File: config.mk
export PLATFORM = sky130hd
export DESIGN_NAME = mem_access_ctrl
export DESIGN_NICKNAME = d
export VERILOG_FILES = /design/src/rtl/mem_access_ctrl.sv
export SDC_FILE = /design/constraint.sdc
export NUM_CORES = 1
export LEC_CHECK = 0
export ABC_CLOCK_PERIOD_IN_PS = 4250
export BUFFER_PORTS_ARGS = -buffer_cell sky130_fd_sc_hd__buf_2
export CAP_MARGIN = 25
export CELL_PAD_IN_SITES_DETAIL_PLACEMENT = 1
export CELL_PAD_IN_SITES_GLOBAL_PLACEMENT = 2
export CORE_AREA = 10 10 156 129
export CTS_BUF_LIST = sky130_fd_sc_hd__clkbuf_16
export DETAILED_ROUTE_END_ITERATION = 8
export DIE_AREA = 0 0 166 139
export PLACE_DENSITY = 0.87
export SLEW_MARGIN = 20
export SYNTH_ARGS = -nofsm -noshare
export SYNTH_HDL_FRONTEND = slang
export SYNTH_SLANG_ARGS = --single-unit
File: constraint.sdc
create_clock -name CLK -period 4.25 [get_ports CLK]
set_input_delay 1.275 -clock CLK [delete_from_list [all_inputs] [get_ports CLK]]
set_output_delay 1.275 -clock CLK [all_outputs]
set_load 0.005 [all_outputs]
File: src/rtl/mem_access_ctrl.sv
// MEM-stage data-cache access controller: latches one aligned load/store and
// holds it on the cache port until dhit. It stalls the pipeline and tracks halt and alignment errors.
module mem_access_ctrl #(
  parameter int unsigned STALL_CNT_W = 8
) (
  input  logic                   CLK,
  input  logic                   RST,
  input  logic                   valid_MEM,
  input  logic                   MemRd_MEM,
  input  logic                   MemWr_MEM,
  input  logic                   halt_MEM,
  input  logic [31:0]            Output_Port_MEM,
  input  logic [31:0]            busB_MEM,
  input  logic                   dhit,
  input  logic [31:0]            dmemload,
  output logic                   dmemREN,
  output logic                   dmemWEN,
  output logic [31:0]            dmemaddr,
  output logic [31:0]            dmemstore,
  output logic                   mem_stall,
  output logic [31:0]            load_data,
  output logic                   load_valid,
  output logic                   halt_out,
  output logic                   err_align,
  output logic [STALL_CNT_W-1:0] stall_cycles
);

  typedef enum logic [1:0] {IDLE, ACCESS, HALTED} state_e;

  state_e                 state_q;
  logic [31:0]            addr_q;
  logic [31:0]            wdata_q;
  logic                   rd_q;
  logic [31:0]            load_data_q;
  logic                   load_valid_q;
  logic                   halt_q;
  logic                   err_q;
  logic [STALL_CNT_W-1:0] stall_q;
  logic [STALL_CNT_W-1:0] stall_d;

  logic live_op;
  logic aligned;
  logic conflict;
  logic req;
  logic bad;
  logic halt_req;
  logic access;

  assign live_op  = valid_MEM & (MemRd_MEM | MemWr_MEM) & ~halt_MEM;
  assign aligned  = (Output_Port_MEM[1:0] == 2'b00);
  assign conflict = MemRd_MEM & MemWr_MEM;
  assign req      = live_op & aligned & ~conflict;
  assign bad      = live_op & (~aligned | conflict);
  assign halt_req = valid_MEM & halt_MEM;

  assign stall_d  = (stall_q == '1) ? stall_q : stall_q + 1'b1;

  // Stall is raised in the accepting IDLE cycle and held in ACCESS until dhit.
  always_comb begin
    mem_stall = 1'b0;
    if (!RST) begin
      case (state_q)
        IDLE:    mem_stall = req;
        ACCESS:  mem_stall = ~dhit;
        default: mem_stall = 1'b0;
      endcase
    end
  end

  // The cache port is driven only from latched request state, never from live inputs.
  assign access       = (state_q == ACCESS);
  assign dmemREN      = access & rd_q;
  assign dmemWEN      = access & ~rd_q;
  assign dmemaddr     = access ? addr_q : '0;
  assign dmemstore    = (access & ~rd_q) ? wdata_q : '0;

  assign load_data    = load_data_q;
  assign load_valid   = load_valid_q;
  assign halt_out     = halt_q;
  assign err_align    = err_q;
  assign stall_cycles = stall_q;

  always_ff @(posedge CLK) begin
    if (RST) begin
      state_q      <= IDLE;
      addr_q       <= '0;
      wdata_q      <= '0;
      rd_q         <= 1'b0;
      load_data_q  <= '0;
      load_valid_q <= 1'b0;
      halt_q       <= 1'b0;
      err_q        <= 1'b0;
      stall_q      <= '0;
    end else begin
      load_valid_q <= 1'b0;
      if (mem_stall) stall_q <= stall_d;
      case (state_q)
        IDLE: begin
          if (halt_req) begin
            state_q <= HALTED;
            halt_q  <= 1'b1;
          end else if (req) begin
            state_q <= ACCESS;
            addr_q  <= Output_Port_MEM;
            wdata_q <= busB_MEM;
            rd_q    <= MemRd_MEM;
          end else if (bad) begin
            err_q <= 1'b1;
          end
        end
        ACCESS: begin
          if (dhit) begin
            state_q <= IDLE;
            if (rd_q) begin
              load_data_q  <= dmemload;
              load_valid_q <= 1'b1;
            end
          end
        end
        default: ;
      endcase
    end
  end

endmodule

# Yosys cells after proc, flatten, opt, wreduce, memory -nomap -nowiden
# Index checks and enable logic that the tools add are counted.
classes:
  n_addsub: 1
  eq_ne: 4
  mux: 9
  n_bitwise: 20
  reduce_logical: 10
op_table:
  columns: ["operator", "count"]
  rows:
  - ["32-bit 2-to-1 mux", 2]
  - ["1-bit bitwise AND", 9]
  - ["1-bit inverter", 9]
  - ["3-bit AND reduction", 3]
  - ["8-bit by 1-bit adder with 8-bit output, second input constant", 1]
  - ["8-bit equality test, second input constant", 1]
  - ["2-bit 2-to-1 mux", 3]
  - ["2-bit zero test", 2]
  - ["2-bit one-hot mux with 2 select lines", 1]
  - ["2-bit AND reduction", 2]
  - ["4-bit AND reduction", 1]
  - ["3-bit inequality test, second input constant", 1]
  - ["3-bit OR reduction", 1]
  - ["2-bit by 1-bit equality test with 1-bit output, second input constant", 1]
  - ["1-bit 2-to-1 mux", 2]
  - ["2-bit inequality test, second input constant", 1]
  - ["1-bit OR", 2]
  - ["1-bit one-hot mux with 2 select lines", 1]
  - ["2-bit nonzero test", 1]
word_totals:
  ff_bits: 110
  in_bits: 103
  out_inout_bits: 110
  word_cells: 53

# Depth between registers and ports, before layout
logic_depth:
  word_depth: 8
  ltp_mapped: 7
  ltp_nobuf: 5

# Least setup slack after synthesis
# No wires, ideal clock.
synth_timing:
  kind: "input port to output port"
  start: "input halt_MEM"
  end: "output mem_stall"
  t_arrival_ns: 1.930
  t_required_ns: 2.975
  path_slack_ns: 1.045
  cell_stages: 4
  path_buffers: 1
  cell_sequence: "nor4b_4 a32oi_1 buf_2 nor2_1"
synth_via:
  elab_chain_len: 6
synth_rtl:
  columns: ["item", "line", "source"]
  rows:
  - ["start, declared", "11", "input logic halt_MEM,"]
  - ["1-bit inverter", "49", "assign live_op = valid_MEM & (MemRd_MEM | MemWr_MEM) & ~halt_MEM;"]
  - ["1-bit bitwise AND", "49", null]
  - ["1-bit bitwise AND (2 in series)", "52", "assign req = live_op & aligned & ~conflict;"]
  - ["1-bit one-hot mux with 2 select lines", "62", "case (state_q)"]
  - ["1-bit 2-to-1 mux", "61", "if (!RST) begin"]
  - ["end, declared", "20", "output logic mem_stall,"]
# No other way between the ends.

# Worst setup path after layout
layout_timing:
  start: "input MemRd_MEM"
  end: "output mem_stall"
layout_via:
  elab_chain_len: 7
  word_cells_on_any_way: 9
  classes_between: "mux: 2; bitwise: 7"
layout_rtl:
  columns: ["item", "line", "source"]
  rows:
  - ["start, declared", "9", "input logic MemRd_MEM,"]
  - ["1-bit OR", "49", null]
  - ["1-bit bitwise AND (2 in series)", "49", null]
  - ["1-bit bitwise AND", "52", null]
  - ["1-bit bitwise AND *", "52", null]
  - ["1-bit one-hot mux with 2 select lines *", "62", null]
  - ["1-bit 2-to-1 mux *", "61", null]
# Every way passes the cells marked *; elsewhere a longest branch is shown, timed or not.

==> impl_metrics.csv <==
group,metric,value,unit
clock_network,post-cts-setup-buffers,0,
clock_network,cts_hold_buffers,0,
sta,finClkSkew,0.00709,ns
place,dp_hpwl,11.3,mm
worst_hold_path,min_to,"addr_q[7]",
clock_network,clk_pin_slew_worst_paths,0.07,ns
logic_synthesis,synthesis.area,4370,sq um
drt,via_count,4251,
drt,wirelength,15.4,mm
critical_path,cp_slowest_cell,"xor2_1",
critical_path,critical_path_class,"primary input to output port",
floorplanning,die_w,166,um
worst_hold_path,hp-start,"addr_q[7]",
drt,wl_per_cell,15.6,um
global_routing,grt_max_degree,76,
logic_synthesis,synth_cells,566,
final_layout,layout.cells.non_filler,987,
final_layout,final_nets,861,
floorplanning,dieHeight,139,um
logic_synthesis,synth_top_cell_area_share,0.504,
final_layout,nFillCells,2159,
logic_synthesis,synth-seq-cells,110,
clock_network,clk-insertion-delay-late,0.35,ns
logic_synthesis,ys.flop_type,"dfxtp_1",
status,status,"finished, final reports clean",
logic_synthesis,synth_area_leaders,"dfxtp_1 50%, nand2_1 17%, a21oi_1 12%",
global_routing,grt_pass1_wl,24.3,mm
logic_synthesis,ys_types,34,
sta,relSlewSlack,0.444,
sta,max_freq,0.281,GHz
floorplanning,core,17100,sq um
logic_synthesis,syn_nets,670,
final_layout,drive_gt1_frac,0.319,
critical_path,r2r_slack,2.07,ns
drt,drc,0,
sta,tightest_slew,0.834,ns
critical_path,crit_chain,"buf_2 -> xor2_1 -> a32oi_1 -> buf_4 -> nor2_1 -> buf_2",
worst_hold_path,holdPathStages,2,
final_layout,final_cell_mix,"211 x buf_2, 194 x nand2_1, 110 x dfxtp_1, 101 x a21oi_1, 65 x and2_1",
final_layout,fin_util,0.350,
logic_synthesis,async_flop_share,0,
logic_synthesis,yosysTopAreaCell,"dfxtp_1",
critical_path,arrival,2.29,ns
final_layout,area_growth,36.6,%
global_routing,grt_usage,0.129,
floorplanning,rows,43,
clock_network,tritoncts,"done",
power,p_leak,2.59,nW
clock_network,cts_max_level,3,
sta,rsz0062_at_grt,"no",
place,place_inst,971,
power,power.density,346,nW/um^2
clock_network,post_cts_resized,0,
place,port-buffer-count,212,
critical_path,cp-start-kind,"primary input",
critical_path,worstPathRequired,2.97,ns
sta,tns,0,ns
critical_path,r2r_end,"stall_cycles[7]",
sta,period_minus_slack,3.56,ns
drt,first_pass_iters,4,
floorplanning,die-area,23100,sq um
floorplanning,start_util,0.256,
sta,fin_crit_sh,0.838,
drt,postRouteAntennaNets,0,
flow_run,maxCapViolCount,0,
logic_synthesis,synth-seq-area-share,0.504,
critical_path,endpoint_kind,"output port",
drt,drtIter0Drc,174,
floorplanning,ios,213,
sta,hold_viol,0,
sta,finalSetupViolations,0,
critical_path,critPathMaxFanout,11,
worst_hold_path,hold_path.class,"register to register",
clock_network,cts-root-buf,"clkbuf_16",
clock_network,cts.sinks,110,
critical_path,r2r_cells,5,
final_layout,layout_commonest_cell,"buf_2",
logic_synthesis,synth_warnings,0,
sta,drv_slew,0,
global_routing,grt_pass1_vias,4363,
critical_path,cpMostUsedCell,"buf_2",
place,gp_congestion,0.715,
critical_path,cpPeakStageDelay,0.30,ns
power,peakVddDrop,0.000179,V
critical_path,reg2reg_from,"state_q[0]",
logic_synthesis,syn_area_per_cell,7.71,sq um
clock_network,numCtsBuffers,9,
logic_synthesis,synth_edf_count,0,
clock_network,clockBufferDepth,2,
global_routing,grt_overflow_total,0,
drt,vias_per_cell,4.31,
global_routing,antenna_found_initial,0,
final_layout,num_antenna_cells,0,
how the worst max path moves through the flow:
stage | startpoint | cells past startpoint | slack, ns | to
after floorplan | halt_MEM | 4 | 1.05 | mem_stall
after CTS | halt_MEM | 6 | 0.67 | mem_stall
after detailed placement | halt_MEM | 6 | 0.68 | mem_stall
final | MemRd_MEM | 6 | 0.69 | mem_stall
after global routing | MemRd_MEM | 6 | 0.50 | mem_stall
after global placement | halt_MEM | 6 | 0.66 | mem_stall
cell type report:
class                           instances  area [sq um]  area share
Sequential cell                       110          2200       0.369
Multi-Input combinational cell        412          2000       0.336
Timing Repair Buffer                  220          1140       0.191
Tap cell                              225           282      0.0472
Clock buffer                            9           225      0.0378
Clock inverter                          7          98.8      0.0166
Inverter                                4          15.0     0.00252
through the flow:
stage	hold WS (ns)	worst slack, ns	power [mW]	area, sq um
global placement	0.438	0.663	1.17	5640
finish	0.450	0.687	2.06	5960
detailed placement	0.444	0.677	1.18	5640
floorplan	0.432	1.05	1.11	4370
global route	0.468	0.505	2.17	5960
CTS	0.454	0.669	2.11	5960
worst max-delay path, delay by kind of cell:
family / cells / cell delay, ns
buffers and inverters: 3 / 0.48
AO/OA/AOI/OAI: 1 / 0.15
AND/OR/NAND/NOR: 1 / 0.09
XOR/XNOR: 1 / 0.30
flip-flops by register name, summed over array words and instances, names as in the netlist:
| name | cells |
|---|---|
| addr_q | 32 |
| err_align | 1 |
| halt_out | 1 |
| load_data | 32 |
| load_valid | 1 |
| rd_q | 1 |
| stall_cycles | 8 |
| state_q | 2 |
| wdata_q | 32 |
per-layer routing:
metal	global-route usage	routed length, um	vias to the layer above
met4	0.0307	129	0
met1	0.151	6740	1927
met2	0.217	7500	106
li1	-	-	2210
met3	0.0504	1010	8
met5	0	0	-
cells in the mapped netlist, types with 3 or more instances:
library cell,count
buf_1,4
or3_1,3
dfxtp_1,110
clkbuf_1,29
nor2_1,8
nand3_1,4
a21oi_1,101
nor3b_1,5
o21ai_0,5
and2_1,65
inv_1,4
buf_2,6
nand2_1,194
report_power, final:
group	leakage (nW)	internal (mW)	switching, mW	total (mW)
Combinational	1.55	0.0479	0.0561	0.104
Clock	0.156	0.519	0.393	0.912
Sequential	0.887	1.04	0.00595	1.05
cell families after synthesis:
kind of cell | count (synthesis) | synth area share
adders and majority gates | 1 | 0.00286
buffers and inverters | 44 | 0.0398
AOI/OAI and AO/OA | 117 | 0.141
and+or+nand+nor | 292 | 0.307
DFF | 110 | 0.504
xor gates and xnor gates | 1 | 0.00201
muxes | 1 | 0.00258
Power figures use the tool's default switching activity.
